<file path="config.mk">
export PLATFORM = sky130hd
export DESIGN_NAME = sync_fifo
export DESIGN_NICKNAME = d
export VERILOG_FILES = /design/src/rtl/fifo_pkg.sv /design/src/rtl/fifo_mem.sv /design/src/rtl/sync_fifo.sv
export SDC_FILE = /design/constraint.sdc
export NUM_CORES = 1
export LEC_CHECK = 0
export ABC_AREA = 1
export CORE_AREA = 3 3 110 112
export CTS_BUF_LIST = sky130_fd_sc_hd__clkbuf_8
export DETAILED_ROUTE_END_ITERATION = 8
export DIE_AREA = 0 0 113 115
export PLACE_DENSITY = 0.78
export SETUP_SLACK_MARGIN = 0.2
export SYNTH_ARGS = -nofsm -noshare
export SYNTH_HDL_FRONTEND = slang
export SYNTH_SLANG_ARGS = --single-unit
</file>
<file path="constraint.sdc">
create_clock -name clk -period 2.25 [get_ports clk]
set_input_delay 0.5625 -clock clk [delete_from_list [all_inputs] [get_ports clk]]
set_output_delay 0.5625 -clock clk [all_outputs]
set_load 0.1 [all_outputs]
</file>
<file path="src/rtl/fifo_pkg.sv">
// fifo_pkg: shared defaults and helpers for the sync_fifo slice.
//   DATA_W_DEF        - default word width
//   DEPTH_DEF         - default number of entries (power of two, >= 4)
//   ALM_EMPTY_TH_DEF  - default almost-empty threshold, in entries
//   ALM_FULL_TH_DEF   - default almost-full margin below DEPTH, in entries
//   addr_w()          - pointer width for a given depth
package fifo_pkg;

    localparam int unsigned DATA_W_DEF       = 8;
    localparam int unsigned DEPTH_DEF        = 16;
    localparam int unsigned ALM_EMPTY_TH_DEF = 2;
    localparam int unsigned ALM_FULL_TH_DEF  = 2;

    function automatic int unsigned addr_w(input int unsigned depth);
        return $clog2(depth);
    endfunction

endpackage

</file>
<file path="src/rtl/fifo_mem.sv">
// fifo_mem: simple dual-port storage for sync_fifo.
//   clk       - clock, all writes and reads on the rising edge
//   rstn      - async active-low reset, clears only the read data register
//   i_wren    - write enable
//   i_wraddr  - write address
//   i_wrdata  - write data
//   i_rden    - read enable; o_rddata updates only when set
//   i_rdaddr  - read address
//   o_rddata  - registered read data
module fifo_mem
    import fifo_pkg::*;
#(
    parameter int unsigned DATA_W = DATA_W_DEF,
    parameter int unsigned DEPTH  = DEPTH_DEF,
    parameter int unsigned ADDR_W = addr_w(DEPTH)
) (
    input  logic              clk,
    input  logic              rstn,
    input  logic              i_wren,
    input  logic [ADDR_W-1:0] i_wraddr,
    input  logic [DATA_W-1:0] i_wrdata,
    input  logic              i_rden,
    input  logic [ADDR_W-1:0] i_rdaddr,
    output logic [DATA_W-1:0] o_rddata
);

    // Storage is deliberately not reset; the pointers guarantee no unwritten word is read.
    logic [DATA_W-1:0] r_mem [DEPTH];
    logic [DATA_W-1:0] r_rddata;

    always_ff @(posedge clk) begin
        if (i_wren) begin
            r_mem[i_wraddr] <= i_wrdata;
        end
    end

    always_ff @(posedge clk or negedge rstn) begin
        if (!rstn) begin
            r_rddata <= '0;
        end else if (i_rden) begin
            r_rddata <= r_mem[i_rdaddr];
        end
    end

    assign o_rddata = r_rddata;

endmodule

</file>
<file path="src/rtl/sync_fifo.sv">
// sync_fifo: single-clock FIFO with registered read data and status flags.
//   clk          - clock
//   rstn         - async active-low reset, discards all contents
//   i_wren       - write request (dropped when full)
//   i_wrdata     - write data
//   i_rden       - read request (ignored when empty)
//   o_rddata     - read data, valid one cycle after an accepted read, else holds
//   o_empty      - count == 0
//   o_alm_empty  - count <= ALM_EMPTY_TH
//   o_alm_full   - count >= DEPTH - ALM_FULL_TH
//   o_full       - count == DEPTH
module sync_fifo
    import fifo_pkg::*;
#(
    parameter int unsigned DATA_W       = DATA_W_DEF,
    parameter int unsigned DEPTH        = DEPTH_DEF,
    parameter int unsigned ALM_EMPTY_TH = ALM_EMPTY_TH_DEF,
    parameter int unsigned ALM_FULL_TH  = ALM_FULL_TH_DEF
) (
    input  logic              clk,
    input  logic              rstn,
    input  logic              i_wren,
    input  logic [DATA_W-1:0] i_wrdata,
    input  logic              i_rden,
    output logic [DATA_W-1:0] o_rddata,
    output logic              o_empty,
    output logic              o_alm_empty,
    output logic              o_alm_full,
    output logic              o_full
);

    localparam int unsigned ADDR_W = addr_w(DEPTH);
    localparam int unsigned CNT_W  = ADDR_W + 1;

    localparam logic [CNT_W-1:0] FULL_CNT = CNT_W'(DEPTH);
    localparam logic [CNT_W-1:0] AE_CNT   = CNT_W'(ALM_EMPTY_TH);
    localparam logic [CNT_W-1:0] AF_CNT   = CNT_W'(DEPTH - ALM_FULL_TH);

    logic [ADDR_W-1:0] r_wptr;
    logic [ADDR_W-1:0] r_rptr;
    logic [CNT_W-1:0]  r_count;
    logic              r_empty;
    logic              r_alm_empty;
    logic              r_alm_full;
    logic              r_full;

    logic              w_wr_acc;
    logic              w_rd_acc;
    logic [CNT_W-1:0]  w_count_nxt;

    // Accept decisions use the flags as they stand before the edge.
    assign w_wr_acc = i_wren && !r_full;
    assign w_rd_acc = i_rden && !r_empty;

    always_comb begin
        w_count_nxt = r_count;
        unique case ({w_wr_acc, w_rd_acc})
            2'b10:   w_count_nxt = r_count + CNT_W'(1);
            2'b01:   w_count_nxt = r_count - CNT_W'(1);
            default: w_count_nxt = r_count;
        endcase
    end

    // Flags are registered from the next count so they are glitch-free and
    // reflect the operations of an edge right after that edge.
    always_ff @(posedge clk or negedge rstn) begin
        if (!rstn) begin
            r_wptr      <= '0;
            r_rptr      <= '0;
            r_count     <= '0;
            r_empty     <= 1'b1;
            r_alm_empty <= 1'b1;
            r_alm_full  <= 1'b0;
            r_full      <= 1'b0;
        end else begin
            if (w_wr_acc) begin
                r_wptr <= r_wptr + ADDR_W'(1);
            end
            if (w_rd_acc) begin
                r_rptr <= r_rptr + ADDR_W'(1);
            end
            r_count     <= w_count_nxt;
            r_empty     <= (w_count_nxt == '0);
            r_alm_empty <= (w_count_nxt <= AE_CNT);
            r_alm_full  <= (w_count_nxt >= AF_CNT);
            r_full      <= (w_count_nxt == FULL_CNT);
        end
    end

    fifo_mem #(
        .DATA_W (DATA_W),
        .DEPTH  (DEPTH),
        .ADDR_W (ADDR_W)
    ) u_mem (
        .clk      (clk),
        .rstn     (rstn),
        .i_wren   (w_wr_acc),
        .i_wraddr (r_wptr),
        .i_wrdata (i_wrdata),
        .i_rden   (w_rd_acc),
        .i_rdaddr (r_rptr),
        .o_rddata (o_rddata)
    );

    assign o_empty     = r_empty;
    assign o_alm_empty = r_alm_empty;
    assign o_alm_full  = r_alm_full;
    assign o_full      = r_full;

endmodule

</file>
==> impl_results.md, run 1 <==
* Run status: completed
* Type of the most critical hold path: in -> async
* Area leader, netlist: edfxtp_1
* Buffers & Inverters on Critical Path at 2
* Die W at 113 µm
* Ys async rst share at 16.34%
* Tot Pwr at 10.04 mW
* Post-Syn Instances at 562
* Area growth syn-to-layout at 16.25%
* Max-Cap Viols at 0
* Setup Crit Path Kind: reg -> reg
* Worst skew pair latency at 0.45 ns
* CTS Buffer Depth at 2
* Relative slew slack at 53.07%
* Ys flop type: edfxtp_1
* WL/cell at 17.79 µm
* Detailed Route Iter0 Violations at 331
* Unique masters post-synth at 24
* RSZ-0062 raised after global routing: true
* Vias in the first global route at 4129
* Max VDD drop at 0.0009797 V
* Final setup viols at 0
* Post-synth net total at 582
* Fin area at 0.007392 mm²
* Final layout net count at 634
* Final period utilization at 91.16%
* Final hold slack at 0.4865 ns
* Antenna diodes at 0
* Final Critical Period at 2.051 ns
* Cell count after placement at 735
* FF+latch count, synth at 153
* Synth Cell Area at 0.006359 mm²
* Post-synth EDFFs at 128
* Core area at 0.01132 mm²
* Die Height at 115 µm
* CTS tree: built
* Num ports at 24
* Crit-path slowest cell: dfstp_4
* Setup ws final at 0.1988 ns
* Detailed-route DRC error count at 0
* Avg Inst Size Synth at 11.31 µm²
* DP HPWL at 8605 µm
* Critical Path Most Common Cell: nand2_1
* Via count at 4281
* Setup crit start kind: flip-flop
* Worst clock skew at 0.01123 ns
* Clk slew on worst S/H paths at 0.08 ns
* CP peak stage delay at 0.67 ns
* Global Route Usage Sum at 22.47%
* Pin count of the biggest net entering global routing at 68
* Seq/Total Area, Yosys at 70.33%
* TritonRoute pass-1 iters at 5
* Vias/cell at 5.560
* Final wirelength at 13700 µm
* Share of cells above drive strength 1 at 17.54%
* Final hold vios at 0
* Pins Over Slew Limit at 0
* Core Rows at 39
* Synth warn at 0
* Buffers on Ports at 23
* Pre-CTS WS at -0.3946 ns
* CP Data Arrival Time at 2.38 ns
* Slew @ Worst Pin at 0.7017 ns
* Num CTS Buffers at 17
* Fill cells at 841
* Die area at 0.01300 mm²
* PD cells at 1359 mW/mm²
* Count leader, synth: nand2_1
* Leak at 2.894 nW
* Antenna violations before repair at 0
* Post-route ant nets at 0
* Congestion Overflow GR at 0
* Non-Filler Instances at 770
* Synth top area share at 60.45%
* Post-synth top cells: nand2_1, edfxtp_1, nand3_1, a21oi_1, nor2_1
* Critical path's top delay family: simple AND/OR/NAND/NOR gates
* Critical path fanouts, max at 4
* FMAX at 487.5 MHz
* Clk sinks at 153
* H-tree depth at 4
* CP Cell Sequence: nor2_4 > ha_4 > buf_4 > inv_2 > nand2_1 > nand2_2 > nand3_2 > nand2_1 > nand2_1 > nand3_2 > nand2_2 > nand2_1 > nand3_1
* Ranking of synthesized cells by area: edfxtp_1, nand2_1, dfrtp_1
* CTS root buf: clkbuf_8
* CP Capture Type: flip-flop
* Critical Path RT at 2.58 ns
* Starting Density at 56.17%
* Routability cong. at 0.9003
* First-pass GRT wire length at 21640 µm
* Cell area after placement at 0.006914 mm²
## placed cells by master (no fill, tap or decap), types with 3 or more instances in the layout
cell type | netlist | routed
nor2_1 | 31 | 28
clkbuf_8 | 0 | 17
nand2_1 | 180 | 172
o21ai_0 | 5 | 4
inv_1 | 23 | 20
nand3_2 | 1 | 5
inv_2 | 2 | 6
nand3_1 | 70 | 66
nand2_2 | 1 | 8
o31ai_1 | 8 | 8
a21oi_1 | 40 | 40
nand4_1 | 3 | 3
inv_6 | 0 | 3
clkdlybuf4s50_1 | 0 | 10
ha_1 | 8 | 6
edfxtp_1 | 128 | 128
nor2_4 | 0 | 4
dfrtp_1 | 23 | 21
xor2_1 | 8 | 8
buf_4 | 1 | 45
## final cells by class
cell class	count	area, µm²	share of cell area [%]
repair buffers	58	486.7	6.584
well taps	143	178.9	2.420
multi-input cells	359	1769	23.93
inverters	25	93.84	1.269
clock inverters	15	151.4	2.048
clock buffers	17	234.0	3.165
flip-flops and latches	153	4478	60.58
## repair_timing
item | CTS | global route
setup endpoints to repair | 4 | 5
gates resized for setup | 14 | 10
hold buffers | 0 | 0
buffers inserted | 3 | 0
pin swaps | 9 | 9
## where the power goes
group	internal, mW	switching, mW	total (mW)
sequential	3.54	0.293	3.84
clock	0.987	0.999	1.99
combinational	1.24	2.98	4.22
## worst paths after layout
path,from,end,slack [ns],cells past startpoint
worst max register to register,o_empty$_DFF_PN1_,o_alm_full$_DFF_PN0_,0.20,13
worst min register to register,u_mem.o_rddata[1]$_DFFE_PN0N_,u_mem.o_rddata[1]$_DFFE_PN0N_,0.54,2
min in group clk,u_mem.o_rddata[1]$_DFFE_PN0N_,u_mem.o_rddata[1]$_DFFE_PN0N_,0.54,2
max in group asynchronous,rstn,o_empty$_DFF_PN1_,1.47,2
worst min-delay path,rstn,u_mem.o_rddata[2]$_DFFE_PN0N_,0.49,2
worst max-delay path,o_empty$_DFF_PN1_,o_alm_full$_DFF_PN0_,0.20,13
## cell families after synthesis
group	after synthesis	synth area share (%)
flops	153	70.33
buf+inv	50	3.601
fa+ha+maj	8	1.574
compound gates	54	4.624
simple gates	289	18.77
xor+xnor	8	1.102
## sequential cells by signal, summed over array words and instances, names as in the netlist
| name | flops |
|---|---|
| u_mem.r_mem | 128 |
| u_mem.o_rddata | 8 |
| r_count | 5 |
| r_rptr | 4 |
| r_wptr | 4 |
| o_alm_empty | 1 |
| o_alm_full | 1 |
| o_empty | 1 |
| o_full | 1 |
## stage by stage
stage / setup TNS, ns / utilization [%]
final: 0 / 65.30
after global routing: 0 / 65.30
after detailed placement: -2.061 / 61.07
after global placement: -1.031 / 61.07
after CTS: 0 / 64.93
after floorplan: 0 / -
## worst register-to-register path, cell delays in order, from the launching register on
cell     delay [ns]
dfstp_4        0.67
nor2_4         0.06
ha_4           0.17
buf_4          0.15
inv_2          0.06
nand2_1        0.09
nand2_2        0.11
nand3_2        0.09
nand2_1        0.10
nand2_1        0.10
nand3_2        0.11
nand2_2        0.07
nand2_1        0.08
nand3_1        0.07
## metal layers
metal  vias to the layer above  track usage (%)  wire (µm)
li1                       2035                -          -
met1                      2053            28.60       5422
met2                       169            37.40       7099
met3                        24            5.579        865
met4                         0            9.054        313
met5                         -                0          0
Note: power is estimated with default switching activity, not from simulation.
==> run 2: changes to the inputs <==
Settings changed: GPL_TIMING_DRIVEN from default to 0.
==> run 2 against run 1 <==
  * Critical endpoint is now o_full$_DFF_PN0_
  * Critical path type unchanged
  * Largest power group unchanged
  * Register-to-register slack lost 0.13 ns
  * Highest routed layer unchanged
  * Wire length rose by 9.1%
  * Sequential power about the same
==> impl_results.md, run 2 (same netlist as run 1, synthesis figures left out) <==
* Setup crit start kind: flip-flop
* CP peak stage delay at 0.63 ns (-0.04 ns)
* Final hold slack at 0.5603 ns (+0.07376 ns)
* Most frequent cells in the layout: nand2_1, edfxtp_1, nand3_1, a21oi_1, nor2_1
* Core area at 0.01132 mm² (unchanged)
* DP HPWL at 9680 µm (+12%)
* Type of the most critical hold path: reg -> reg
* Final wirelength at 14940 µm (+9.1%)
* FMAX at 458.6 MHz (-5.9%)
* Cell area after placement at 0.006823 mm² (-1.3%)
* Antenna violations before repair at 0 (unchanged)
* CTS tree: built
* Clk sinks at 153 (unchanged)
* Worst clock skew at 0.01369 ns (+0.002456 ns)
* Detailed Route Iter0 Violations at 342 (+3.3%)
* Relative slew slack at 22.27% (-31 points)
* Critical Path RT at 2.62 ns (+0.04 ns)
* Die W at 113 µm (unchanged)
* Leak at 2.872 nW (-0.74%)
* Clk slew on worst S/H paths at 0.07 ns (about the same)
* Run status: completed
* Pins Over Slew Limit at 0 (unchanged)
* H-tree depth at 4 (unchanged)
* Crit-path slowest cell: dfstp_4
* Share of cells above drive strength 1 at 17.01% (-0.53 points)
* Vias/cell at 5.741 (+3.3%)
* Num ports at 24 (unchanged)
* CP Cell Sequence: nor2_4 > buf_8 > ha_4 > nand2_2 > inv_2 > nor2_4 > ha_4 > inv_2 > nand2_2 > nand3_2 > nand2_2 > nand2_1 > nand2_1 > nand2_2 > nand2_4 > nand2_2 > nor2_2
* Final period utilization at 96.91% (+5.7 points)
* Max VDD drop at 0.0007872 V (-20%)
* Fin util at 65.76% (+0.46 points)
* Number of flip-flops in the largest register at 128 (unchanged)
* CP Capture Type: flip-flop
* First-pass GRT wire length at 23220 µm (+7.3%)
* Pre-CTS WS at -0.7178 ns (-0.3233 ns)
* Global Route Usage Sum at 23.89% (+1.4 points)
* Final Critical Period at 2.180 ns (+0.1292 ns)
* PD cells at 1400 mW/mm² (+3.1%)
* Area growth syn-to-layout at 17.08%
* Core Rows at 39 (unchanged)
* Most common cell after layout, fill and taps aside: nand2_1
* Setup ws final at 0.06964 ns (-0.1292 ns)
* Worst skew pair latency at 0.45 ns (about the same)
* Detailed-route DRC error count at 0 (unchanged)
* Reg with most FFs: u_mem.r_mem
* Fin area at 0.007445 mm² (+0.71%)
* Post-route ant nets at 0 (unchanged)
* Fill cells at 843 (+0.24%)
* Congestion Overflow GR at 0 (unchanged)
* WL/cell at 19.35 µm (+8.8%)
* Antenna diodes at 0 (unchanged)
* TritonRoute pass-1 iters at 5 (unchanged)
* RSZ-0062 raised after global routing: true
* CTS Buffer Depth at 2 (unchanged)
* Final hold vios at 0 (unchanged)
* Final layout net count at 636 (+0.32%)
* CTS root buf: clkbuf_8
* Pin count of the biggest net entering global routing at 26 (-62%)
* Critical path fanouts, max at 4 (unchanged)
* Starting Density at 56.17% (unchanged)
* Tot Pwr at 10.42 mW (+3.8%)
* Setup Crit Path Kind: reg -> reg
* Slew @ Worst Pin at 1.162 ns (+0.4606 ns)
* Via count at 4432 (+3.5%)
* Hold path depth at 2
* Max-Cap Viols at 0 (unchanged)
* CP Data Arrival Time at 2.55 ns (+0.17 ns)
* Routability cong. at 0.9020 (+0.19%)
* Vias in the first global route at 4429 (+7.3%)
* Hold Buf Count CTS at 0 (unchanged)
* Final setup viols at 0 (unchanged)
* Num CTS Buffers at 17 (unchanged)
* Buffers on Ports at 23 (unchanged)
* Die Height at 115 µm (unchanged)
* Worst R2R Path Depth at 17 (+4)
* Die area at 0.01300 mm² (unchanged)
* Critical Path Most Common Cell: nand2_2
-- run 2: critical path, delay by kind of cell (launching register included) --
family | cells | cell delay, ns
buffers and inverters | 3 | 0.20
DFF | 1 | 0.63
adders and majority gates | 2 | 0.31
and+or+nand+nor | 12 | 0.97
-- run 2: worst paths after layout --
| path | slack, ns | start | to |
|---|---|---|---|
| worst min register to register | 0.56 | u_mem.o_rddata[3]$_DFFE_PN0N_ | u_mem.o_rddata[3]$_DFFE_PN0N_ |
| min in group asynchronous | 0.72 | rstn | r_count[2]$_DFF_PN0_ |
| worst min-delay path | 0.56 | u_mem.o_rddata[3]$_DFFE_PN0N_ | u_mem.o_rddata[3]$_DFFE_PN0N_ |
| worst max-delay path | 0.07 | o_empty$_DFF_PN1_ | o_full$_DFF_PN0_ |
| worst max register to register | 0.07 | o_empty$_DFF_PN1_ | o_full$_DFF_PN0_ |
| max in group asynchronous | 0.74 | rstn | o_full$_DFF_PN0_ |
-- run 2: layer usage --
layer,GRT usage [%],wire [µm],vias to the layer above
met3,5.632,1118,36
met5,0,0,-
met4,10.98,425,0
li1,-,-,2045
met2,40.01,7520,189
met1,29.79,5877,2162
-- run 2: per-stage QoR --
step	std cells	TNS [ns]
floorplan	562	0
global placement	728	-32.75
detailed placement	728	-41.27
CTS	770	0
global route	772	-0.03778
finish	772	0
-- run 2: layout make-up --
type                            instances  area, µm²  area share [%]
Buffer                                 25      146.4           1.966
Multi-Input combinational cell        359       1800           24.18
Clock buffer                           17      234.0           3.143
Clock inverter                         15      178.9           2.403
Timing Repair Buffer                   35      335.3           4.504
Tap cell                              143      178.9           2.403
Inverter                               25      93.84           1.261
Sequential cell                       153       4477           60.13
-- run 2: repair_timing --
action,CTS,global route
setup endpoints to repair,106,8
resized for setup,64,13
setup buffers,10,2
pin swaps,12,7
-- run 2: where the power goes --
group | internal, mW | switching [mW]
clock network | 1.10 | 1.02
logic | 1.29 | 3.21
registers | 3.55 | 0.259
